## config.mk

```make
export PLATFORM = sky130hd
export DESIGN_NAME = matrix_result_streamer
export DESIGN_NICKNAME = d
export VERILOG_FILES = /design/src/rtl/matrix_pkg.sv /design/src/rtl/matrix_rc_counter.sv /design/src/rtl/matrix_result_streamer.sv
export SDC_FILE = /design/constraint.sdc
export NUM_CORES = 1
export LEC_CHECK = 0
export ABC_AREA = 0
export CORE_MARGIN = 4
export CORE_UTILIZATION = 46
export CTS_CLUSTER_DIAMETER = 150
export CTS_CLUSTER_SIZE = 30
export DETAILED_ROUTE_END_ITERATION = 10
export GPL_ROUTABILITY_DRIVEN = 0
export PLACE_DENSITY = 0.8
export SYNTH_ARGS = -nofsm -noshare
export SYNTH_HDL_FRONTEND = slang
export SYNTH_SLANG_ARGS = --single-unit
```

## constraint.sdc

```tcl
create_clock -name clk -period 3.2 [get_ports clk]
set_input_delay 0.48 -clock clk [delete_from_list [all_inputs] [get_ports clk]]
set_output_delay 0.48 -clock clk [all_outputs]
set_load 0.02 [all_outputs]
```

## src/rtl/matrix_pkg.sv

```systemverilog
// Shared constants, state type and packed-bus helpers for the matrix datapath.
package matrix_pkg;
    localparam int ELEM_W  = 16;
    localparam int MAX_DIM = 5;
    localparam int DIM_W   = 3;
    localparam int OFF_W   = 9;
    localparam int BUS_W   = MAX_DIM * MAX_DIM * ELEM_W;

    typedef enum logic [1:0] {
        ST_IDLE   = 2'd0,
        ST_HEADER = 2'd1,
        ST_STREAM = 2'd2,
        ST_DONE   = 2'd3
    } stream_state_t;

    // Bit offset of element (row,col) in the packed bus; stride is MAX_DIM per row.
    function automatic logic [OFF_W-1:0] elem_offset(input logic [DIM_W-1:0] row,
                                                     input logic [DIM_W-1:0] col);
        logic [OFF_W-1:0] idx;
        idx = OFF_W'(row) * OFF_W'(MAX_DIM) + OFF_W'(col);
        return idx * OFF_W'(ELEM_W);
    endfunction

    function automatic logic dim_ok(input logic [DIM_W-1:0] d);
        return (d != '0) && (d <= DIM_W'(MAX_DIM));
    endfunction
endpackage

```

## src/rtl/matrix_rc_counter.sv

```systemverilog
// Row-major row/col walker over an m x n matrix; holds at the last element.
module matrix_rc_counter
    import matrix_pkg::*;
(
    input  logic             clk,
    input  logic             reset,
    input  logic             load,
    input  logic             advance,
    input  logic [DIM_W-1:0] m,
    input  logic [DIM_W-1:0] n,
    output logic [DIM_W-1:0] row,
    output logic [DIM_W-1:0] col,
    output logic             last
);
    logic col_end;
    logic row_end;

    assign col_end = (col == n - DIM_W'(1));
    assign row_end = (row == m - DIM_W'(1));
    assign last    = col_end && row_end;

    always_ff @(posedge clk or negedge reset) begin
        if (!reset) begin
            row <= '0;
            col <= '0;
        end else if (load) begin
            row <= '0;
            col <= '0;
        end else if (advance && !last) begin
            if (col_end) begin
                col <= '0;
                row <= row + DIM_W'(1);
            end else begin
                col <= col + DIM_W'(1);
            end
        end
    end
endmodule

```

## src/rtl/matrix_result_streamer.sv

```systemverilog
// Captures one packed product matrix and streams it element by element, row-major.
// Optional dimension header beat: define MATRIX_STREAM_HEADER_EN.
module matrix_result_streamer
    import matrix_pkg::*;
(
    input  logic              clk,
    input  logic              reset,
    input  logic              start,
    input  logic              in_valid,
    input  logic              in_mulError,
    input  logic [DIM_W-1:0]  c_m,
    input  logic [DIM_W-1:0]  c_n,
    input  logic [BUS_W-1:0]  aMulB,
    output logic              out_valid,
    input  logic              out_ready,
    output logic [ELEM_W-1:0] out_data,
    output logic [DIM_W-1:0]  out_row,
    output logic [DIM_W-1:0]  out_col,
    output logic              out_last,
    output logic              out_is_header,
    output logic              busy,
    output logic              done,
    output logic              error,
    output stream_state_t     state_dbg
);
    // Handshake: a beat transfers on a rising edge where out_valid && out_ready;
    // out_valid never drops and the beat never changes until that edge.
    stream_state_t    state_q, state_d;
    logic [BUS_W-1:0] cap_bus;
    logic [DIM_W-1:0] cap_m, cap_n;
    logic [DIM_W-1:0] row, col;
    logic             last;
    logic             accept, load, reject, advance, error_q;

    assign accept  = in_valid && !in_mulError && dim_ok(c_m) && dim_ok(c_n);
    assign load    = (state_q == ST_IDLE) && start && accept;
    assign reject  = (state_q == ST_IDLE) && start && !accept;
    assign advance = (state_q == ST_STREAM) && out_ready;

    matrix_rc_counter u_rc (
        .clk     (clk),
        .reset   (reset),
        .load    (load),
        .advance (advance),
        .m       (cap_m),
        .n       (cap_n),
        .row     (row),
        .col     (col),
        .last    (last)
    );

    always_ff @(posedge clk or negedge reset) begin
        if (!reset) begin
            state_q <= ST_IDLE;
            cap_bus <= '0;
            cap_m   <= '0;
            cap_n   <= '0;
            error_q <= 1'b0;
        end else begin
            state_q <= state_d;
            error_q <= reject;
            if (load) begin
                cap_bus <= aMulB;
                cap_m   <= c_m;
                cap_n   <= c_n;
            end
        end
    end

    always_comb begin
        state_d       = state_q;
        out_valid     = 1'b0;
        out_data      = '0;
        out_row       = '0;
        out_col       = '0;
        out_last      = 1'b0;
        out_is_header = 1'b0;
        case (state_q)
            ST_IDLE: begin
`ifdef MATRIX_STREAM_HEADER_EN
                if (load) state_d = ST_HEADER;
`else
                if (load) state_d = ST_STREAM;
`endif
            end
`ifdef MATRIX_STREAM_HEADER_EN
            ST_HEADER: begin
                out_valid     = 1'b1;
                out_is_header = 1'b1;
                out_data      = {{(ELEM_W - 2*DIM_W){1'b0}}, cap_m, cap_n};
                if (out_ready) state_d = ST_STREAM;
            end
`endif
            ST_STREAM: begin
                out_valid = 1'b1;
                out_data  = cap_bus[elem_offset(row, col) +: ELEM_W];
                out_row   = row;
                out_col   = col;
                out_last  = last;
                if (out_ready && last) state_d = ST_DONE;
            end
            ST_DONE: state_d = ST_IDLE;
            default: state_d = ST_IDLE;
        endcase
    end

    assign busy      = (state_q != ST_IDLE);
    assign done      = (state_q == ST_DONE);
    assign error     = error_q;
    assign state_dbg = state_q;
endmodule
```

### Word level (Yosys, flattened, before mapping)

Cells that the tools add are included.

| cells by class | value |
|---|---|
| equal/unequal tests | 6 |
| add/subtract/negate cells | 5 |
| multipliers | 1 |
| reductions and logical operators | 23 |
| shift operators | 1 |
| multiplexer cells | 14 |
| order comparisons | 2 |

Operators with widths:

| kind | number |
|---|---|
| indexed part select 400 x 10 -> 16 bit | 1 |
| 2-to-1 mux 3 bit | 8 |
| 2-to-1 mux 16 bit | 1 |
| logical AND 1 bit | 12 |
| adder 3 x 1 -> 3 bit (second input constant) | 2 |
| == test 3 bit | 2 |
| <= comparator 3 bit (second input constant) | 2 |
| nonzero test 2 bit | 3 |
| nonzero test 3 bit | 2 |
| subtractor 3 x 1 -> 3 bit (second input constant) | 2 |
| adder 5 x 3 -> 5 bit | 1 |
| multiplier 3 x 3 -> 5 bit (second input constant) | 1 |
| == test 2 bit (second input constant) | 2 |
| 2-to-1 mux 2 bit | 2 |
| one-hot mux 2 bit (2 select lines) | 1 |
| AND reduction 2 bit | 2 |
| logical NOT 1 bit | 3 |
| logical NOT 2 bit | 1 |
| 2-to-1 mux 1 bit | 2 |
| != test 2 x 1 -> 1 bit (second input constant) | 1 |
| != test 2 bit (second input constant) | 1 |

| word-level totals | value |
|---|---|
| output and inout bits | 30 |
| bits in registers | 415 |

### Depth between registers and ports, before layout

| depth | value |
|---|---|
| word-level depth | 7 |
| mapped depth | 9 |
| gate-level depth less buffers | 8 |

### Modules after synthesis

From an unflattened synthesis, not the netlist that was laid out.

| unflattened totals | value |
|---|---|
| cell total of the unflattened synthesis | 1322 |
| area, all modules | 19468.7 um^2 |

Modules (own cells, without submodules):

| module | area each (um^2) | times used | seq. area each (um^2) | cells each |
|---|---|---|---|---|
| matrix_result_streamer | 18895.6 | 1 | 10234.8 | 1273 |
| matrix_rc_counter | 573.0 | 1 | 150.1 | 49 |

### Worst setup path after synthesis

Ideal clock, no wire load.

| timing | value |
|---|---|
| path type | reg2out |
| start point | register u_rc.row[0] |
| end point | output out_data[15] |
| setup slack | -0.310 ns |
| arrival | 3.030 ns |
| stages on the path, launching flop included | 9 |
| path buffers | 2 |
| path through | dfrtp_1 ha_1 ha_1 fa_1 xnor2_1 clkbuf_1 clkbuf_1 a32oi_1 a211oi_1 |

| between the ends | value |
|---|---|
| word-level cells in the longest chain between the ends | 4 |

RTL lines:

| item | line | source |
|---|---|---|
| from (decl) | matrix_rc_counter.sv:11 | `output logic [DIM_W-1:0] row,` |
| from (signal assigned) | matrix_rc_counter.sv:32 | `row <= row + DIM_W'(1);` |
| multiplier 3 x 3 -> 5 bit | matrix_pkg.sv:20 | `idx = OFF_W'(row) * OFF_W'(MAX_DIM) + OFF_W'(col);` |
| adder 5 x 3 -> 5 bit | matrix_pkg.sv:20 |  |
| indexed part select 400 x 10 -> 16 bit | matrix_result_streamer.sv:96 | `out_data = cap_bus[elem_offset(row, col) +: ELEM_W];` |
| 2-to-1 mux 16 bit | matrix_result_streamer.sv:78 | `case (state_q)` |
| to (decl) | matrix_result_streamer.sv:16 | `output logic [ELEM_W-1:0] out_data,` |

No other way between the ends.

### Final worst setup path

Ends and elaborated chain as after synthesis.

==> run metrics <==
Clock power frac=7.4%; Worst R2R Path Depth=5; Max Cap Viol=0; initial antenna violation count=8; H-tree levels=1; DRC=0; Slew headroom=50.9%; fillers=3097; kind of critical path=flop to output pin; synth unique cells=40; failing checks=negative setup slack; P_sw=14.2 mW; fraction of registers with async set/reset=100%; Hold Vio Cnt, Final=0; Register Area=10400 um^2; Sum Neg Setup Slack=-10050 ps; antenna viol nets, final=0; die span in x=213 um; All-Layer GR Usage=25.0%; period utilization=123%; Finished Layout Cells=2366; post-route minimum period=3950 ps; multi-input combinational cell area=9010 um^2; Post-synth EDFFs=0; crit path launch=u_rc.row[0]; port bufs=440; RSZ-0062 raised after global routing=true; post-synthesis simple-gate area fraction=1.91%; outcome=complete, but fails checks; WL final=59.0 mm; crit start category=flop; share of Yosys cell area claimed by the top area cell type=53.5%; Internal=20.6 mW; Layout area overhead=37.0%; Worst Setup End Kind=output pin; #FFs+latches synth=415; worst slew pin tran=732 ps; maximum VDD drop=0.854 mV; Compound-Gate Fraction of Synth Area=4.41%; Req. time, crit path=2720 ps; CTS clock-pin slew for the worst setup and hold paths=120 ps; Rows=75; CTS tree=built; Final setup viols=16; NumNets Final=2246; leading area contributor after synthesis=dfrtp_1; Slew Limit Fails=0; vias in the first global route=14300; Post-Syn Instances=1290; post-route worst setup slack=-752 ps; Synth Area in Adders=0.876%; Starting DRT DRC Count=947; IO Pins=442; LEAKAGE=11.2 nW; reg2reg end=cap_bus[348]; layout cell share with drive strength beyond 1=39.8%; dominant cells by area after synthesis=dfrtp_1 53%, mux2_2 22%, mux2i_1 6.1%; PwrDens=1310 nW/um^2; FF-to-FF Start=state_dbg[1]; Worst-Skew Late Latency=530 ps; main combinational cell family by area after synthesis=multiplexers; first-pass GRT wire length=86.3 mm; post-DP HPWL=46.0 mm; pin count of the biggest net entering global routing=101; drt via density=5.57; drt first pass iters=5; Logic pwr share=66.3%; cts bufs inserted=17; Reg power frac=26.3%; Clock Skew=16.6 ps; Clock Tree Root=clkbuf_16; pre-CTS setup slack=-628 ps; crit path DAT=3470 ps; post-synthesis mux area share=34.8%; Cell Area, Synth=19400 um^2; Sw Ratio=40.9%; aggregate global routing overflow=0; crit-path max FO=5; clock buffer depth=3; Seq/Total Area, Yosys=53.5%; post-synthesis xor/xnor area fraction=0.728%; Via Count=13200; Top FF cell, synth=dfrtp_1; die height=213 um; Syn Area/Cell=15.1 um^2; dpl cells=2316; top-count cell post-synth=dfrtp_1; clk sinks=415; Core ar.=41900 um^2; fmax=253 MHz; internal reg-to-reg setup slack=1270 ps; synth warn=0; Starting Density=46.4%; WL/cell=25.0 um; top post-synthesis cells by count=415 x dfrtp_1, 371 x mux2_2, 119 x mux2i_1, 52 x a22oi_1, 44 x mux4_2; DIE AREA=45600 um^2; post-synth net total=1715; final hold slack=490 ps; hold crit path type=input port to asynchronous set/reset pin
[metrics by stage]
step / total power, mW / util [%] / instance area [um^2]
3_3_place_gp: 28.5 / 60.4 / 25300
4_1_cts: 33.8 / 62.8 / 26300
6_report: 34.9 / 63.6 / 26600
3_5_place_dp: 29.0 / 60.4 / 25300
2_1_floorplan: 20.1 / - / 19500
5_1_grt: 36.6 / 63.6 / 26600
[sequential cells by signal, summed over array words and instances (netlist names)]
register,count
cap_bus,400
cap_m,3
cap_n,3
u_rc.col,3
u_rc.row,3
state_dbg,2
error,1
[what timing repair did]
action | in CTS | in global routing
endpoints found under the hold margin | 57 | 0
hold buffers | 1 | 0
setup buffers | 20 | 8
endpoints found under the setup margin | 17 | 16
gates resized for setup | 114 | 45
cloned | 1 | 1
pin swaps | 39 | 35
[power groups by stage]
stage / logic (mW) / clock network (mW) / registers [mW]
floorplan: 11.4 / 0 / 8.75
global placement: 19.4 / 0 / 9.07
detailed placement: 19.8 / 0 / 9.25
CTS: 21.9 / 2.66 / 9.15
global route: 24.3 / 2.82 / 9.48
finish: 23.1 / 2.58 / 9.16
[kinds of logic (layout without fill, tap and decap cells)]
| kind of cell | Yosys count | count (layout) |
|---|---|---|
| AO/OA/AOI/OAI | 109 | 109 |
| XOR/XNOR | 13 | 13 |
| adder cells (fa/ha/maj) | 13 | 13 |
| buffers and inverters | 99 | 629 |
| flip-flops | 415 | 415 |
| multiplexers | 569 | 569 |
| other | 1 | 8 |
| AND/OR/NAND/NOR | 71 | 71 |
[worst max-delay path: stages, from the launching register on]
cell and delay [ps]:
dfrtp_1 440, buf_6 150, ha_4 150, ha_4 160, fa_2 640, clkbuf_16 180, buf_6 100, nor2_4 40
buf_6 130, a22oi_2 280, a32oi_2 180, a211oi_4 300, buf_6 180
[cell type report]
class                      count  share of cell area [%]
sequential                   415                    39.0
multi-input combinational    776                    33.9
timing repair buffer         604                    22.8
tap                          539                    2.53
clock buffer                  17                    1.60
inverter                       7                  0.0987
antenna                        7                  0.0658
clock inverter                 1                  0.0282
[metal layers]
layer	part of all wire, %	GRT usage, %	up-vias	routed length [um]
met4	3.3	7.61	6	1940
met3	6.4	4.55	87	3800
met2	49	42.0	394	28900
met1	41	33.4	6827	24300
li1	-	-	5863	-
met5	0.068	0	-	40
[layout by cell type (no fill, tap or decap), types with 6 or more instances in the layout]
cell | synthesis | final
a22oi_2 | 0 | 36
mux4_2 | 44 | 44
inv_1 | 7 | 7
a211oi_2 | 0 | 11
buf_4 | 12 | 128
ha_1 | 12 | 7
buf_6 | 40 | 21
a32oi_2 | 0 | 8
nor2_1 | 23 | 17
and2_1 | 12 | 9
diode_2 | 0 | 7
mux2_1 | 35 | 35
a311oi_2 | 0 | 13
clkbuf_16 | 0 | 19
mux2_2 | 371 | 371
dfrtp_1 | 415 | 415
buf_12 | 0 | 27
a22oi_1 | 52 | 16
nand2_1 | 10 | 10
clkdlybuf4s50_1 | 0 | 422
mux2i_1 | 119 | 113
mux2i_2 | 0 | 6
[worst max path at each step]
| stage | to | slack (ps) | cells past startpoint |
|---|---|---|---|
| 3_3_place_gp | out_data[7] | -520 | 10 |
| 5_1_grt | out_data[15] | -830 | 12 |
| 6_report | out_data[15] | -750 | 12 |
| 3_5_place_dp | out_data[11] | -630 | 10 |
| 2_1_floorplan | out_data[10] | 8 | 9 |
| 4_1_cts | out_data[14] | -760 | 11 |
No activity file was read; power rests on OpenSTA's default activity.
